<file path="src/rtl/vec_wb_pkg.sv">
`default_nettype none
// ============================================================================
// Module   : vec_wb_pkg
// Purpose  : Shared types and helpers for the vector register-file writeback.
// Revision : 1.0
// ============================================================================
package vec_wb_pkg;

   localparam int REG_ADDR_W = 3;
   localparam int NUM_REGS   = 8;

   typedef enum logic {
      GRANT_EX  = 1'b0,
      GRANT_MEM = 1'b1
   } grant_t;

   function automatic logic [NUM_REGS-1:0] reg_onehot(input logic [REG_ADDR_W-1:0] addr);
      logic [NUM_REGS-1:0] vec;
      vec       = '0;
      vec[addr] = 1'b1;
      return vec;
   endfunction

endpackage
`default_nettype wire

</file>
<file path="src/rtl/wb_fifo2.sv">
`default_nettype none
// ============================================================================
// Module   : wb_fifo2
// Purpose  : Two-entry writeback request FIFO; exposes every entry for hazards.
// Revision : 1.0
// ============================================================================
module wb_fifo2
   import vec_wb_pkg::*;
#(
   parameter int WIDTH = 32
) (
   input  logic                        clk,
   input  logic                        rst,
   input  logic                        i_push,
   input  logic [REG_ADDR_W-1:0]       i_push_addr,
   input  logic [WIDTH-1:0]            i_push_data,
   input  logic                        i_pop,
   output logic                        o_full,
   output logic                        o_empty,
   output logic [REG_ADDR_W-1:0]       o_head_addr,
   output logic [WIDTH-1:0]            o_head_data,
   output logic [1:0]                  o_ent_valid,
   output logic [1:0][REG_ADDR_W-1:0]  o_ent_addr
);

   typedef struct packed {
      logic [REG_ADDR_W-1:0] addr;
      logic [WIDTH-1:0]      data;
   } wb_req_t;

   wb_req_t    r_mem [2];
   logic       r_wr_ptr;
   logic       r_rd_ptr;
   logic [1:0] r_count;
   logic       w_push;
   logic       w_pop;

   assign o_full  = (r_count == 2'd2);
   assign o_empty = (r_count == 2'd0);
   assign w_push  = i_push & ~o_full;
   assign w_pop   = i_pop  & ~o_empty;

   always_ff @(posedge clk) begin
      if (rst) begin
         r_wr_ptr <= 1'b0;
         r_rd_ptr <= 1'b0;
         r_count  <= 2'd0;
      end else begin
         if (w_push) r_wr_ptr <= ~r_wr_ptr;
         if (w_pop)  r_rd_ptr <= ~r_rd_ptr;
         case ({w_push, w_pop})
            2'b10:   r_count <= r_count + 2'd1;
            2'b01:   r_count <= r_count - 2'd1;
            default: r_count <= r_count;
         endcase
      end
   end

   // Storage needs no reset: validity is tracked entirely by the count.
   always_ff @(posedge clk) begin
      if (w_push) r_mem[r_wr_ptr] <= '{addr: i_push_addr, data: i_push_data};
   end

   assign o_head_addr = r_mem[r_rd_ptr].addr;
   assign o_head_data = r_mem[r_rd_ptr].data;

   for (genvar i = 0; i < 2; i++) begin : g_ent
      assign o_ent_valid[i] = (r_count == 2'd2) ||
                              ((r_count == 2'd1) && (r_rd_ptr == 1'(i)));
      assign o_ent_addr[i]  = r_mem[i].addr;
   end

endmodule
`default_nettype wire

</file>
<file path="src/rtl/vec_wb_arbiter.sv">
`default_nettype none
// ============================================================================
// Module   : vec_wb_arbiter
// Purpose  : Round-robin EX/MEM writeback arbiter feeding one register-file port.
// Revision : 1.0
// ============================================================================
module vec_wb_arbiter
   import vec_wb_pkg::*;
#(
   parameter int WIDTH = 32
) (
   input  logic                  clk,
   input  logic                  rst,
   input  logic                  ex_valid,
   output logic                  ex_ready,
   input  logic [REG_ADDR_W-1:0] ex_addr,
   input  logic [WIDTH-1:0]      ex_data,
   input  logic                  mem_valid,
   output logic                  mem_ready,
   input  logic [REG_ADDR_W-1:0] mem_addr,
   input  logic [WIDTH-1:0]      mem_data,
   output logic                  we,
   output logic [REG_ADDR_W-1:0] wr_addr,
   output logic [WIDTH-1:0]      wr_data,
   output logic [NUM_REGS-1:0]   pending,
   output logic                  idle
);

   logic                        w_ex_full,  w_ex_empty;
   logic                        w_mem_full, w_mem_empty;
   logic [REG_ADDR_W-1:0]       w_ex_head_addr, w_mem_head_addr;
   logic [WIDTH-1:0]            w_ex_head_data, w_mem_head_data;
   logic [1:0]                  w_ex_ent_valid, w_mem_ent_valid;
   logic [1:0][REG_ADDR_W-1:0]  w_ex_ent_addr,  w_mem_ent_addr;
   logic                        w_grant_ex, w_grant_mem;
   logic [NUM_REGS-1:0]         w_pending;

   grant_t                      r_last_grant;
   logic                        r_we;
   logic [REG_ADDR_W-1:0]       r_wr_addr;
   logic [WIDTH-1:0]            r_wr_data;

   wb_fifo2 #(.WIDTH(WIDTH)) u_ex_fifo (
      .clk         (clk),
      .rst         (rst),
      .i_push      (ex_valid & ~w_ex_full),
      .i_push_addr (ex_addr),
      .i_push_data (ex_data),
      .i_pop       (w_grant_ex),
      .o_full      (w_ex_full),
      .o_empty     (w_ex_empty),
      .o_head_addr (w_ex_head_addr),
      .o_head_data (w_ex_head_data),
      .o_ent_valid (w_ex_ent_valid),
      .o_ent_addr  (w_ex_ent_addr)
   );

   wb_fifo2 #(.WIDTH(WIDTH)) u_mem_fifo (
      .clk         (clk),
      .rst         (rst),
      .i_push      (mem_valid & ~w_mem_full),
      .i_push_addr (mem_addr),
      .i_push_data (mem_data),
      .i_pop       (w_grant_mem),
      .o_full      (w_mem_full),
      .o_empty     (w_mem_empty),
      .o_head_addr (w_mem_head_addr),
      .o_head_data (w_mem_head_data),
      .o_ent_valid (w_mem_ent_valid),
      .o_ent_addr  (w_mem_ent_addr)
   );

   // Under contention the port that did not win last time takes the slot.
   assign w_grant_ex  = ~w_ex_empty  & (w_mem_empty | (r_last_grant == GRANT_MEM));
   assign w_grant_mem = ~w_mem_empty & (w_ex_empty  | (r_last_grant == GRANT_EX));

   always_ff @(posedge clk) begin
      if (rst) begin
         r_last_grant <= GRANT_MEM;
         r_we         <= 1'b0;
         r_wr_addr    <= '0;
         r_wr_data    <= '0;
      end else if (w_grant_ex) begin
         r_last_grant <= GRANT_EX;
         r_we         <= 1'b1;
         r_wr_addr    <= w_ex_head_addr;
         r_wr_data    <= w_ex_head_data;
      end else if (w_grant_mem) begin
         r_last_grant <= GRANT_MEM;
         r_we         <= 1'b1;
         r_wr_addr    <= w_mem_head_addr;
         r_wr_data    <= w_mem_head_data;
      end else begin
         r_we         <= 1'b0;
      end
   end

   always_comb begin
      w_pending = '0;
      for (int i = 0; i < 2; i++) begin
         if (w_ex_ent_valid[i])  w_pending = w_pending | reg_onehot(w_ex_ent_addr[i]);
         if (w_mem_ent_valid[i]) w_pending = w_pending | reg_onehot(w_mem_ent_addr[i]);
      end
      if (r_we) w_pending = w_pending | reg_onehot(r_wr_addr);
   end

   assign ex_ready  = ~w_ex_full;
   assign mem_ready = ~w_mem_full;
   assign we        = r_we;
   assign wr_addr   = r_wr_addr;
   assign wr_data   = r_wr_data;
   assign pending   = w_pending;
   assign idle      = w_ex_empty & w_mem_empty & ~r_we;

endmodule
`default_nettype wire
</file>
<file path="config.mk">
export PLATFORM = sky130hd
export DESIGN_NAME = vec_wb_arbiter
export DESIGN_NICKNAME = d
export VERILOG_FILES = /design/src/rtl/vec_wb_pkg.sv /design/src/rtl/wb_fifo2.sv /design/src/rtl/vec_wb_arbiter.sv
export SDC_FILE = /design/constraint.sdc
export NUM_CORES = 1
export LEC_CHECK = 0
export CAP_MARGIN = 30
export CORE_ASPECT_RATIO = 1.1
export CORE_MARGIN = 1.5
export CORE_UTILIZATION = 57
export CTS_CLUSTER_DIAMETER = 40
export DETAILED_ROUTE_END_ITERATION = 10
export GPL_ROUTABILITY_DRIVEN = 0
export HOLD_SLACK_MARGIN = 0.05
export PLACE_DENSITY = 0.84
export SKIP_LAST_GASP = 1
export SYNTH_ARGS = -nofsm -noshare
export SYNTH_HDL_FRONTEND = slang
export SYNTH_SLANG_ARGS = --single-unit
</file>
<file path="constraint.sdc">
create_clock -name clk -period 6.65 [get_ports clk]
set_input_delay 1.6625 -clock clk [delete_from_list [all_inputs] [get_ports clk]]
set_output_delay 1.6625 -clock clk [all_outputs]
set_load 0.05 [all_outputs]
</file>
After elaboration in Yosys (flattened, before gate mapping)
Memory sizes are Yosys's and may differ from the RTL's. A register that Yosys moved wholly into a read port is not among the register bits.
Cells that the tools add are included.
{"block": "op_classes", "eq_ne": 8, "reduce_logical": 18, "bitwise": 26, "add_sub_neg": 4, "order_cmp": 10, "muxes": 33}
{"cell": "$mux 32", "n": 2}
{"cell": "$mux 8", "n": 5}
{"cell": "$or 8x8->8", "n": 4}
{"cell": "$lt 3x4->1 const B", "n": 5}
{"cell": "$mux 1", "n": 17}
{"cell": "$demux 1 s3", "n": 5}
{"cell": "$ge 3x1->1 const B", "n": 5}
{"cell": "$and 1x1->1", "n": 10}
{"cell": "$not 1->1", "n": 10}
{"cell": "$logic_and 1x1->1", "n": 9}
{"cell": "$eq 2x1->1 const B", "n": 4}
{"cell": "$eq 2x2->1 const B", "n": 4}
{"cell": "$pmux 2 s2", "n": 2}
{"cell": "$mux 3", "n": 2}
{"cell": "$reduce_bool 2->1", "n": 3}
{"cell": "$add 2x1->2 const B", "n": 2}
{"cell": "$logic_not 2->1", "n": 2}
{"cell": "$logic_or 1x1->1", "n": 4}
{"cell": "$sub 2x1->2 const B", "n": 2}
{"cell": "$or 1x1->1", "n": 2}
{"block": "word_totals", "output_inout_bits": 47, "n_memories": 2, "ram_bits": 140, "input_bits": 74, "regBits": 45, "elab_cells": 111}
{"memory": "u_ex_fifo.r_mem", "depth": 2, "width": 35, "rd": 3, "rd_ports_with_merged_regs": 1, "write_ports": 1, "line": "wb_fifo2.sv:31", "rtl": "wb_req_t r_mem [2];"}
{"memory": "u_mem_fifo.r_mem", "depth": 2, "width": 35, "rd": 3, "rd_ports_with_merged_regs": 1, "write_ports": 1, "line": "wb_fifo2.sv:31"}

Depth between registers and ports, before layout
Gate-level depths: netlist (run 1).
{"block": "depth", "ltp_word": 13, "depth_mapped": 9, "depth_no_buf": 8}

Modules after synthesis
A second synthesis (run 1) with hierarchy kept.
{"block": "unflattened", "cells_unflattened": 478, "area_unflattened_um2": 7811.2}
{"mod": "wb_fifo2", "n_inst": 2, "cells_each": 144, "area_each_um2": 2986.6}
{"mod": "vec_wb_arbiter", "n_inst": 1, "cells_each": 190, "area_each_um2": 1838.0}

Least setup slack after synthesis (run 1)
OpenSTA, ideal clock, no wires.
{"block": "synth_path", "path_type": "input to register", "start": "in mem_valid", "end": "mem u_mem_fifo.r_mem[0][0] (netlist name), enable pin", "t_arrival_ns": 3.269, "required_ns": 6.223, "cell_stages": 2, "n_path_buf": 0, "path_slack_ns": 2.954, "cell_sequence": "nand2_1 -> nor2_1"}
{"block": "synth_between", "elab_chain_len": 4}
{"element": "start, declared", "line": "vec_wb_arbiter.sv:18", "rtl": "input logic mem_valid,"}
{"element": "$and 1x1->1", "line": "vec_wb_arbiter.sv:61", "rtl": ".i_push (mem_valid & ~w_mem_full),"}
{"element": "$and 1x1->1", "line": "wb_fifo2.sv:40", "rtl": "assign w_push = i_push & ~o_full;"}
{"element": "$mux 1", "line": "wb_fifo2.sv:61", "rtl": "if (w_push) r_mem[r_wr_ptr] <= '{addr: i_push_addr, data: i_push_data};"}
{"element": "$mux 1 (not written as such)", "line": "wb_fifo2.sv:61"}
{"element": "end, declared", "line": "wb_fifo2.sv:31"}
Every way passes these cells.

Worst setup path in the final report (run 1)
{"block": "layout_path", "start": "reg u_mem_fifo.r_count[0]", "end": "out idle"}
{"block": "layout_between", "elab_chain_len": 3}
{"element": "start, declared", "line": "wb_fifo2.sv:34", "rtl": "logic [1:0] r_count;"}
{"element": "start signal, assigned", "line": "wb_fifo2.sv:52", "rtl": "2'b10: r_count <= r_count + 2'd1;"}
{"element": "start signal, assigned", "line": "wb_fifo2.sv:53", "rtl": "2'b01: r_count <= r_count - 2'd1;"}
{"element": "start signal, assigned", "line": "wb_fifo2.sv:54", "rtl": "default: r_count <= r_count;"}
{"element": "$logic_not 2->1", "line": "wb_fifo2.sv:39", "rtl": "assign o_empty = (r_count == 2'd0);"}
{"element": "$and 1x1->1 (2 in series)", "line": "vec_wb_arbiter.sv:113", "rtl": "assign idle = w_ex_empty & w_mem_empty & ~r_we;"}
{"element": "end, declared", "line": "vec_wb_arbiter.sv:26", "rtl": "output logic idle"}
Every way passes these cells.

==> flow_summary.toml, run 1 <==
[power]
p_comb_share_pct = 40.6
power_density_nw_per_um2 = 477.2
clockPowerShare_pct = 22.3
p_int_mw = 2.769
switchingPower_mw = 1.757
seq_power_share_pct = 37.1
static-leakage-power_nw = 3.317
p_sw_share_pct = 38.82
p_total_mw = 4.526
worst_ir_drop_vdd_mv = 0.2812

[worst_setup_path]
crit_chain = "inv_1 > ha_1 > nand2_1 > buf_4 > nor2_1 > clkdlybuf4s50_1"
setup.reg_to_reg.worst_slack_ns = 4.07
worst_setup_path_end_kind = "output pin"
critical_path.max_fanout = 18
timing.critical_path.slowest_cell_delay_ns = 0.82
worst_ep_required_time_ns = 4.99
crit-reg2reg-launch = "u_mem_fifo.r_count[0]"
critical_path.startpoint_type = "flip-flop"
worst_path_max_delay_cell = "clkdlybuf4s50_1"
path_class = "flip-flop to output pin"
crit_path_dat_ns = 2.89
rr_worst_depth = 7
r2r-end = "u_ex_fifo.r_count[1]"

[route]
ant_nets = 0
via_count = 4989
post_drt_via_cell_ratio = 6.092
drt-initial-drc-count = 487
routed_wirelength_microns = 16930
drt_wl_cell_microns = 20.67
detail_route.drc_violations = 0
pre_repair_dr_iteration_count = 5

[finish]
final_nets = 731
antenna_cells_inserted = 0
area_growth_pct = 25.27
layout-drive-gt1-share_pct = 12.24
fin_cells = 819
final_core_utilization_pct = 74.07
final_non_filler_cell_area_sq_um = 9484

[hold_path]
whs_endpoint = "wr_data[23]"
hp-class = "flip-flop to flip-flop"
worstHoldPathCells = 2
hold_path_startpoint = "wr_data[23]"

[synth]
yosys_most_used_dff = "edfxtp_1"
synth.avg_cell_area_sq_um = 14.28
yosysWarnings = 0
library_cells_used_by_synthesis = 43
synthArstFlopShare_pct = 0
netlist_instances = 530
yosysMostFrequentCell = "edfxtp_1"
synth_enable_flop_cells = 140
netlist.area_leader.share_pct = 55.53
ys_seq_elements = 187
ys_top_cells_by_area = "edfxtp_1, dfxtp_1, mux2i_1"
synthesis.area_sq_um = 7571
yosys.area.top_type = "edfxtp_1"
synth_seq_area_share_pct = 67.96
netlist_top_cells_count = "edfxtp_1, mux2i_1, dfxtp_1, nor2_1, nand2_1"
synth_nets = 612

[sta]
setup_viol_count_final = 0
fin_worst_skew_ns = 0.01335
max_slew_margin_pct = 33.55
slew_violations = 0
maxClockFrequency_mhz = 219.8
grt_setup_unrepaired = "no"
fin_crit_sh_pct = 68.42
least_margin_pin_slew_ns = 0.9967
final_period_minus_worst_setup_slack_ns = 4.550
final-hold-violation-count = 0
fin_tns_setup_ns = 0
postLayoutSetupSlackWorst_ns = 2.100
fin_hold_ws_ns = 0.4536

[clock_tree]
post_cts_setup_buffer_count = 0
ctsLongestPathBuffers = 2
clock_tree.htree_level_count = 4
clock_insertion_delay_at_the_later_pin_of_the_skew_report_ns = 0.43
cts_made_buffers = 17
post_cts.resized_instances = 0
post_cts_hold_buffer_count = 0
path_clk_slew_ns = 0.07
clkSinkCount = 187
cts-root-buf = "clkbuf_16"
tritoncts = "done"

[die]
die_width_microns = 112.9
die_area_sq_um = 13980
io_pins = 121
initial_utilization_pct = 59.13
die_h_microns = 123.9
placementRows = 43
floorplan.core_area_sq_um = 12800

[placement]
placed_area_sq_um = 8886
placed_instance_count = 787
number_of_buffers_added_on_ports = 120
place_worst_setup_slack_ns = 2.633
dp_hpwl_microns = 10700

[status]
outcome = "complete, no violations"

[flow_run]
maxCapViolCount = 0

[global_routing]
grt_max_degree = 48
grt_pass1_wl_microns = 25950
grt_pass1_vias = 4926
antenna_found_initial = 0
globalRoute.totalOverflow = 0
grt_usage_pct = 24.79
-- state kept, by name (all words and copies together) (netlist names), named ones only --
name,count
u_mem_fifo.r_mem,70
wr_data,32
u_mem_fifo.r_rd_ptr,1
u_mem_fifo.r_wr_ptr,1
wr_addr,3
u_ex_fifo.r_count,2
u_ex_fifo.r_rd_ptr,1
u_mem_fifo.r_count,2
u_ex_fifo.r_mem,70
r_last_grant,1
u_ex_fifo.r_wr_ptr,1
we,1
-- power groups by stage --
stage	combinational, mW	clock [mW]	sequential, mW
after floorplan	1.00	0	1.98
after global placement	1.66	0	1.73
after detailed placement	1.81	0	1.70
after CTS	1.83	1.02	1.68
after global routing	1.94	1.06	1.71
final	1.84	1.01	1.68
-- placed cells by master (no fill, tap or decap), types with 6 or more instances in the layout --
cell type,synthesis,final
nand2_1,44,44
dfxtp_1,47,45
o22ai_1,9,9
ha_1,8,8
nor2_1,45,43
edfxtp_1,140,140
nand4_1,11,11
inv_1,8,8
mux2i_1,48,48
nor2b_1,8,8
clkdlybuf4s50_1,0,119
mux2_4,8,8
o32ai_1,13,13
o211ai_2,8,8
nand3_1,10,10
mux2_2,14,14
xor2_1,7,7
a21oi_1,39,39
clkbuf_16,0,17
clkinv_4,0,6
-- layer usage --
metal,global-route usage [%],up-vias,routed length (microns)
li1,-,2239,-
met1,31.00,2461,6777
met2,43.90,256,8704
met3,4.526,33,1138
met4,8.828,0,310
met5,0,-,0
-- cells by family after synthesis --
kind of cell / share of synthesized area (%)
muxes: 10.01
DFF: 67.96
AOI/OAI and AO/OA: 8.395
adders and majority gates: 1.322
xor gates and xnor gates: 0.9255
and+or+nand+nor: 8.032
buffers and inverters: 3.355
-- area by class of cell --
| type | instances | area, sq um |
|---|---|---|
| timing repair buffer | 127 | 1319 |
| inverter | 9 | 33.78 |
| clock inverter | 12 | 141.4 |
| fill | 799 | 3321 |
| clock buffer | 20 | 456.7 |
| tap | 157 | 196.4 |
| sequential | 187 | 5147 |
| multi-input combinational | 307 | 2190 |
-- worst max path at each step --
stage	startpoint	end	slack, ns	depth (start not counted)
after detailed placement	u_mem_fifo.r_count[0]	idle	2.63	6
final	u_mem_fifo.r_count[0]	idle	2.10	6
after global placement	u_mem_fifo.r_count[0]	idle	2.65	6
after global routing	u_mem_fifo.r_count[0]	idle	2.01	6
after floorplan	mem_valid	u_mem_fifo.r_mem[0][0]	2.95	2
after CTS	u_mem_fifo.r_count[0]	idle	2.14	6
-- worst max-delay path: cells and delay by family, from the launching register on --
family | cells | cell delay (ns)
buffers and inverters | 3 | 1.16
and+or+nand+nor | 2 | 0.26
adders and majority gates | 1 | 0.69
DFF | 1 | 0.35
Note: power is estimated with default switching activity, not from simulation.
==> inputs of run 2 (changes only) <==
- CORE_UTILIZATION: 57 -> 53
- PLACE_DENSITY: 0.84 -> 0.79
- clock period: 6.65 -> 4.4 ns (I/O delays scaled with it)
==> run 2 against run 1 <==
Compared with the run above: final area is 0.69% lower; combinational power is 48% higher; clock skew is 0.0072 ns lower; global-route usage is 1.7 points lower; via count is 3.6% lower; cell count is 3.5% higher; hold slack better by 0.0040 ns; clock power is 30% higher; register-to-register slack worse by 2.4 ns.
==> flow_summary.toml, run 2 (synthesized netlist as in run 1, its figures left out) <==
[placement]
dp_hpwl_microns = 10580
placed_area_sq_um = 8924
number_of_buffers_added_on_ports = 120
placed_instance_count = 817

[clock_tree]
post_cts_setup_buffer_count = 0
cts_made_buffers = 17
clkSinkCount = 187
post_cts.resized_instances = 0
post_cts_hold_buffer_count = 0
cts-root-buf = "clkbuf_16"
clock_insertion_delay_at_the_later_pin_of_the_skew_report_ns = 0.42
tritoncts = "done"
clock_tree.htree_level_count = 4
path_clk_slew_ns = 0.06
ctsLongestPathBuffers = 2

[flow_run]
maxCapViolCount = 0

[power]
clockPowerShare_pct = 19.8
seq_power_share_pct = 38.8
power_density_nw_per_um2 = 698.8
static-leakage-power_nw = 3.264
switchingPower_mw = 2.565
p_total_mw = 6.582
p_sw_share_pct = 38.97
p_comb_share_pct = 41.4
p_int_mw = 4.017
worst_ir_drop_vdd_mv = 0.4297

[finish]
antenna_cells_inserted = 0
layout_common_cells = "edfxtp_1, clkdlybuf4s50_1, mux2i_1"
layout-drive-gt1-share_pct = 11.36
area_growth_pct = 24.41
layout.filler_cells = 1005
final_common_cell = "edfxtp_1"
fin_cells = 848
final_nets = 730
final_non_filler_cell_area_sq_um = 9419

[route]
detail_route.drc_violations = 0
drt_wl_cell_microns = 19.39
routed_wirelength_microns = 16440
ant_nets = 0
drt-initial-drc-count = 379
pre_repair_dr_iteration_count = 5
post_drt_via_cell_ratio = 5.671
via_count = 4809

[global_routing]
grt_pass1_vias = 4875
antenna_found_initial = 0
grt_max_degree = 48
globalRoute.totalOverflow = 0
grt_pass1_wl_microns = 25580
grt_usage_pct = 23.12

[sta]
fin_hold_ws_ns = 0.4576
max_slew_margin_pct = 33.96
grt_setup_unrepaired = "no"
setup_viol_count_final = 0
fin_tns_setup_ns = 0
maxClockFrequency_mhz = 269.7
fin_worst_skew_ns = 0.006130
fin_crit_sh_pct = 84.25
final_period_minus_worst_setup_slack_ns = 3.707
least_margin_pin_slew_ns = 0.9906
final-hold-violation-count = 0
slew_violations = 0

[worst_setup_path]
crit_path_dat_ns = 2.61
worst_ep_required_time_ns = 3.30
critical_path.startpoint_type = "flip-flop"
worst_setup_path_end_kind = "output pin"
critical_path.max_fanout = 5
path_class = "flip-flop to output pin"

[die]
die_h_microns = 128.4
initial_utilization_pct = 54.66
placementRows = 45
die_area_sq_um = 15010
die_width_microns = 117.0
floorplan.core_area_sq_um = 13850
io_pins = 121

[status]
outcome = "complete, no violations"

[hold_path]
hp-class = "flip-flop to flip-flop"
-- run 2: changes by cell type in the layout (fill, tap and decap cells not counted), moves of 2 or more --
cell | before | now
clkinv_2 | 2 | 4
clkinv_4 | 6 | 1
clkbuf_1 | 1 | 5
bufinv_16 | 2 | 0
clkbuf_8 | 2 | 0
clkinv_1 | 0 | 2
-- run 2: path summary, 6_finish.rpt --
path / startpoint / to / slack [ns] / depth (start not counted)
worst max-delay path: u_ex_fifo.r_count[0] / pending[6] / 0.69 / 7
worst max register to register: u_mem_fifo.r_count[0] / u_ex_fifo.r_count[0] / 1.71 / 7
worst min register to register: wr_data[2] / wr_data[2] / 0.46 / 2
worst min-delay path: wr_data[2] / wr_data[2] / 0.46 / 2
-- run 2: routing by layer --
layer | vias up | track usage, % | routed length [microns]
met5 | - | 0 | 0
met4 | 0 | 8.575 | 270
met3 | 26 | 5.794 | 942
met2 | 178 | 38.91 | 8514
met1 | 2366 | 29.04 | 6715
li1 | 2239 | - | -
-- run 2: through the flow --
step                setup slack (ns)  utilization (%)
detailed placement             1.184            64.43
floorplan                      1.266                -
global placement               1.341            63.60
global route                  0.5387            68.00
CTS                           0.7200            68.00
finish                        0.6928            68.00
-- run 2: area by class of cell --
type                    instances  area, sq um  area share (%)
clock buffers                  22        444.2           4.716
multi-input cells             307         2191           23.26
flip-flops and latches        187         5147           54.65
repair buffers                126         1316           13.97
well taps                     188        235.2           2.497
inverters                       9        33.78          0.3587
clock inverters                 9        51.30          0.5446
-- run 2: power by group through the flow --
stage / Clock (mW) / Combinational (mW) / Sequential, mW
2_1_floorplan: 0 / 1.51 / 2.99
3_3_place_gp: 0 / 2.52 / 2.63
3_5_place_dp: 0 / 2.72 / 2.58
4_1_cts: 1.33 / 2.74 / 2.55
5_1_grt: 1.40 / 2.91 / 2.59
6_report: 1.31 / 2.72 / 2.55
-- run 2: critical path, cell delays in order, from the launching register on --
cell and delay [ns]:
dfxtp_1 0.36, inv_1 0.08, ha_1 0.26, a21oi_1 0.24, nor2b_1 0.13, a32oi_1 0.24, nand4_1 0.15, clkdlybuf4s50_1 0.73
==> inputs of run 3 (changes only) <==
- CORE_UTILIZATION: 53 -> 48
- PLACE_DENSITY: 0.79 -> 0.76
- clock period: 4.4 -> 3.3 ns (I/O delays scaled with it)
==> run 3 against run 2 <==
Compared with the run above: wire length is 6.4% higher; sequential share of layout area down 0.55 points; critical path depth did not move; global-route usage shrank 0.94 points.
==> flow_summary.toml, run 3 (synthesized netlist as in run 1, its figures left out) <==
[finish]
multi_input_area_sq_um = 2198
layout_common_cells = "edfxtp_1, clkdlybuf4s50_1, mux2i_1"
final_nets = 736
antenna_cells_inserted = 0
layout-drive-gt1-share_pct = 13.49
final_common_cell = "edfxtp_1"
area_growth_pct = 25.67
register_area_sq_um = 5147
layout.filler_cells = 1136

[status]
outcome = "complete, no violations"

[die]
placementRows = 47
die_h_microns = 134.7
die_width_microns = 122.7
io_pins = 121
initial_utilization_pct = 49.71
die_area_sq_um = 16540
floorplan.core_area_sq_um = 15230

[worst_setup_path]
path_class = "flip-flop to output pin"
critical_path.startpoint_type = "flip-flop"
critical_path.max_fanout = 5
crit_path_dat_ns = 2.34
worst_ep_required_time_ns = 2.47
worst_setup_path_startpoint = "u_ex_fifo.r_count[0]"
timing.critical_path.slowest_cell_delay_ns = 0.44
critPathTopFamily = "buffers and inverters"
crit-reg2reg-launch = "u_ex_fifo.r_count[0]"
worst_path_max_delay_cell = "dlygate4sd2_1"
worst_setup_path_end_kind = "output pin"
crit_chain = "inv_1 > ha_1 > a21oi_1 > nor2b_1 > a32oi_1 > nand4_1 > dlygate4sd2_1"
setup.reg_to_reg.worst_slack_ns = 0.82
critical_path_buf_inv_count = 2

[route]
detail_route.drc_violations = 0
via_count = 4948
ant_nets = 0
pre_repair_dr_iteration_count = 6
post_drt_via_cell_ratio = 5.733
drt_wl_cell_microns = 20.28
drt-initial-drc-count = 408
routed_wirelength_microns = 17500

[global_routing]
grt_pass1_vias = 5133
met3_usage_pct = 6.292
antenna_found_initial = 1
grt_most_used_layer = "met2"
grt_use_met1_pct = 27.65
grt_max_degree = 41
grt_util_met2_pct = 37.59
grt_usage_pct = 22.18
globalRoute.totalOverflow = 0
grt_pass1_wl_microns = 27260

[flow_run]
maxCapViolCount = 0

[power]
seq_power_share_pct = 38.1
power_density_nw_per_um2 = 945.5
p_int_mw = 5.429
switchingPower_mw = 3.566
worst_ir_drop_vdd_mv = 0.6389
p_comb_share_pct = 40.1
clockPowerShare_pct = 21.9
p_sw_share_pct = 39.64
static-leakage-power_nw = 3.351

[sta]
fin_tns_setup_ns = 0
final-hold-violation-count = 0
maxClockFrequency_mhz = 315.7
least_margin_pin_slew_ns = 0.9809
fin_crit_sh_pct = 95.97
setup_viol_count_final = 0
max_slew_margin_pct = 34.61
final_period_minus_worst_setup_slack_ns = 3.167
slew_violations = 0
fin_worst_skew_ns = 0.01173
grt_setup_unrepaired = "no"
postLayoutSetupSlackWorst_ns = 0.1328

[clock_tree]
ctsLongestPathBuffers = 2
tritoncts = "done"
clock_tree.htree_level_count = 4
clkSinkCount = 187
cts_made_buffers = 17
post_cts_hold_buffer_count = 0
clock_insertion_delay_at_the_later_pin_of_the_skew_report_ns = 0.43
path_clk_slew_ns = 0.07
cts-root-buf = "clkbuf_16"

[placement]
place_worst_setup_slack_ns = 0.3492
dp_hpwl_microns = 11310
number_of_buffers_added_on_ports = 120

[hold_path]
hp-class = "flip-flop to flip-flop"
hold_path_startpoint = "wr_data[20]"
-- run 3: changes by cell type in the layout (fill, tap and decap cells not counted), sizes merged --
cell,delta
clkdlybuf4s50,-8
buf,+6
dlygate4sd2,+6
clkinv,-4
inv,+4
clkinvlp,+3
clkbuf,-2
bufinv,+1
dlymetal6s2s,+1
-- run 3: path summary, 6_finish.rpt --
check,cells past startpoint,end
worst max-delay path,7,pending[5]
worst min register to register,2,wr_data[20]
worst max register to register,8,u_mem_fifo.r_count[1]
worst min-delay path,2,wr_data[20]
-- run 3: what timing repair did --
| item | CTS | global route |
|---|---|---|
| resized for setup | 7 | 4 |
| buffers inserted | 0 | 0 |
| setup endpoints to repair | 7 | 2 |
-- run 3: routing by layer --
metal | wire, microns | part of all wire, %
met1 | 7083 | 40
met2 | 8828 | 50
met3 | 1209 | 6.9
met4 | 381 | 2.2
met5 | 0 | 0
-- run 3: tightest hold or removal path, stage by stage (launching register included) --
cell and delay [ns]:
dfxtp_1 0.31, nand2_1 0.05, a21oi_1 0.05
-- run 3: power groups by stage --
stage | sequential, mW | combinational (mW) | clock (mW)
final | 3.42 | 3.60 | 1.97
after global routing | 3.48 | 3.84 | 2.10
after CTS | 3.42 | 3.60 | 2.00
after detailed placement | 3.46 | 3.61 | 0
after global placement | 3.43 | 3.52 | 0
after floorplan | 3.98 | 2.02 | 0
-- run 3: area by class of cell --
cell class | count | area share, %
inverters | 9 | 0.3551
multi-input cells | 307 | 23.11
repair buffers | 132 | 13.78
flip-flops and latches | 187 | 54.10
well taps | 196 | 2.578
clock inverters | 13 | 1.420
clock buffers | 19 | 4.655
-- run 3: metrics by stage --
| stage | power, mW | utilization (%) | hold slack (ns) | instance area (sq um) | std cells |
|---|---|---|---|---|---|
| 4_1_cts | 9.025 | 62.43 | 0.4603 | 9508 | 863 |
| 3_5_place_dp | 7.075 | 58.69 | 0.4443 | 8939 | 831 |
| 3_3_place_gp | 6.958 | 58.69 | 0.4425 | 8939 | 831 |
| 5_1_grt | 9.420 | 62.47 | 0.4755 | 9514 | 863 |
| 6_report | 8.995 | 62.47 | 0.4586 | 9514 | 863 |
| 2_1_floorplan | 5.999 | - | 0.4811 | 7571 | 530 |
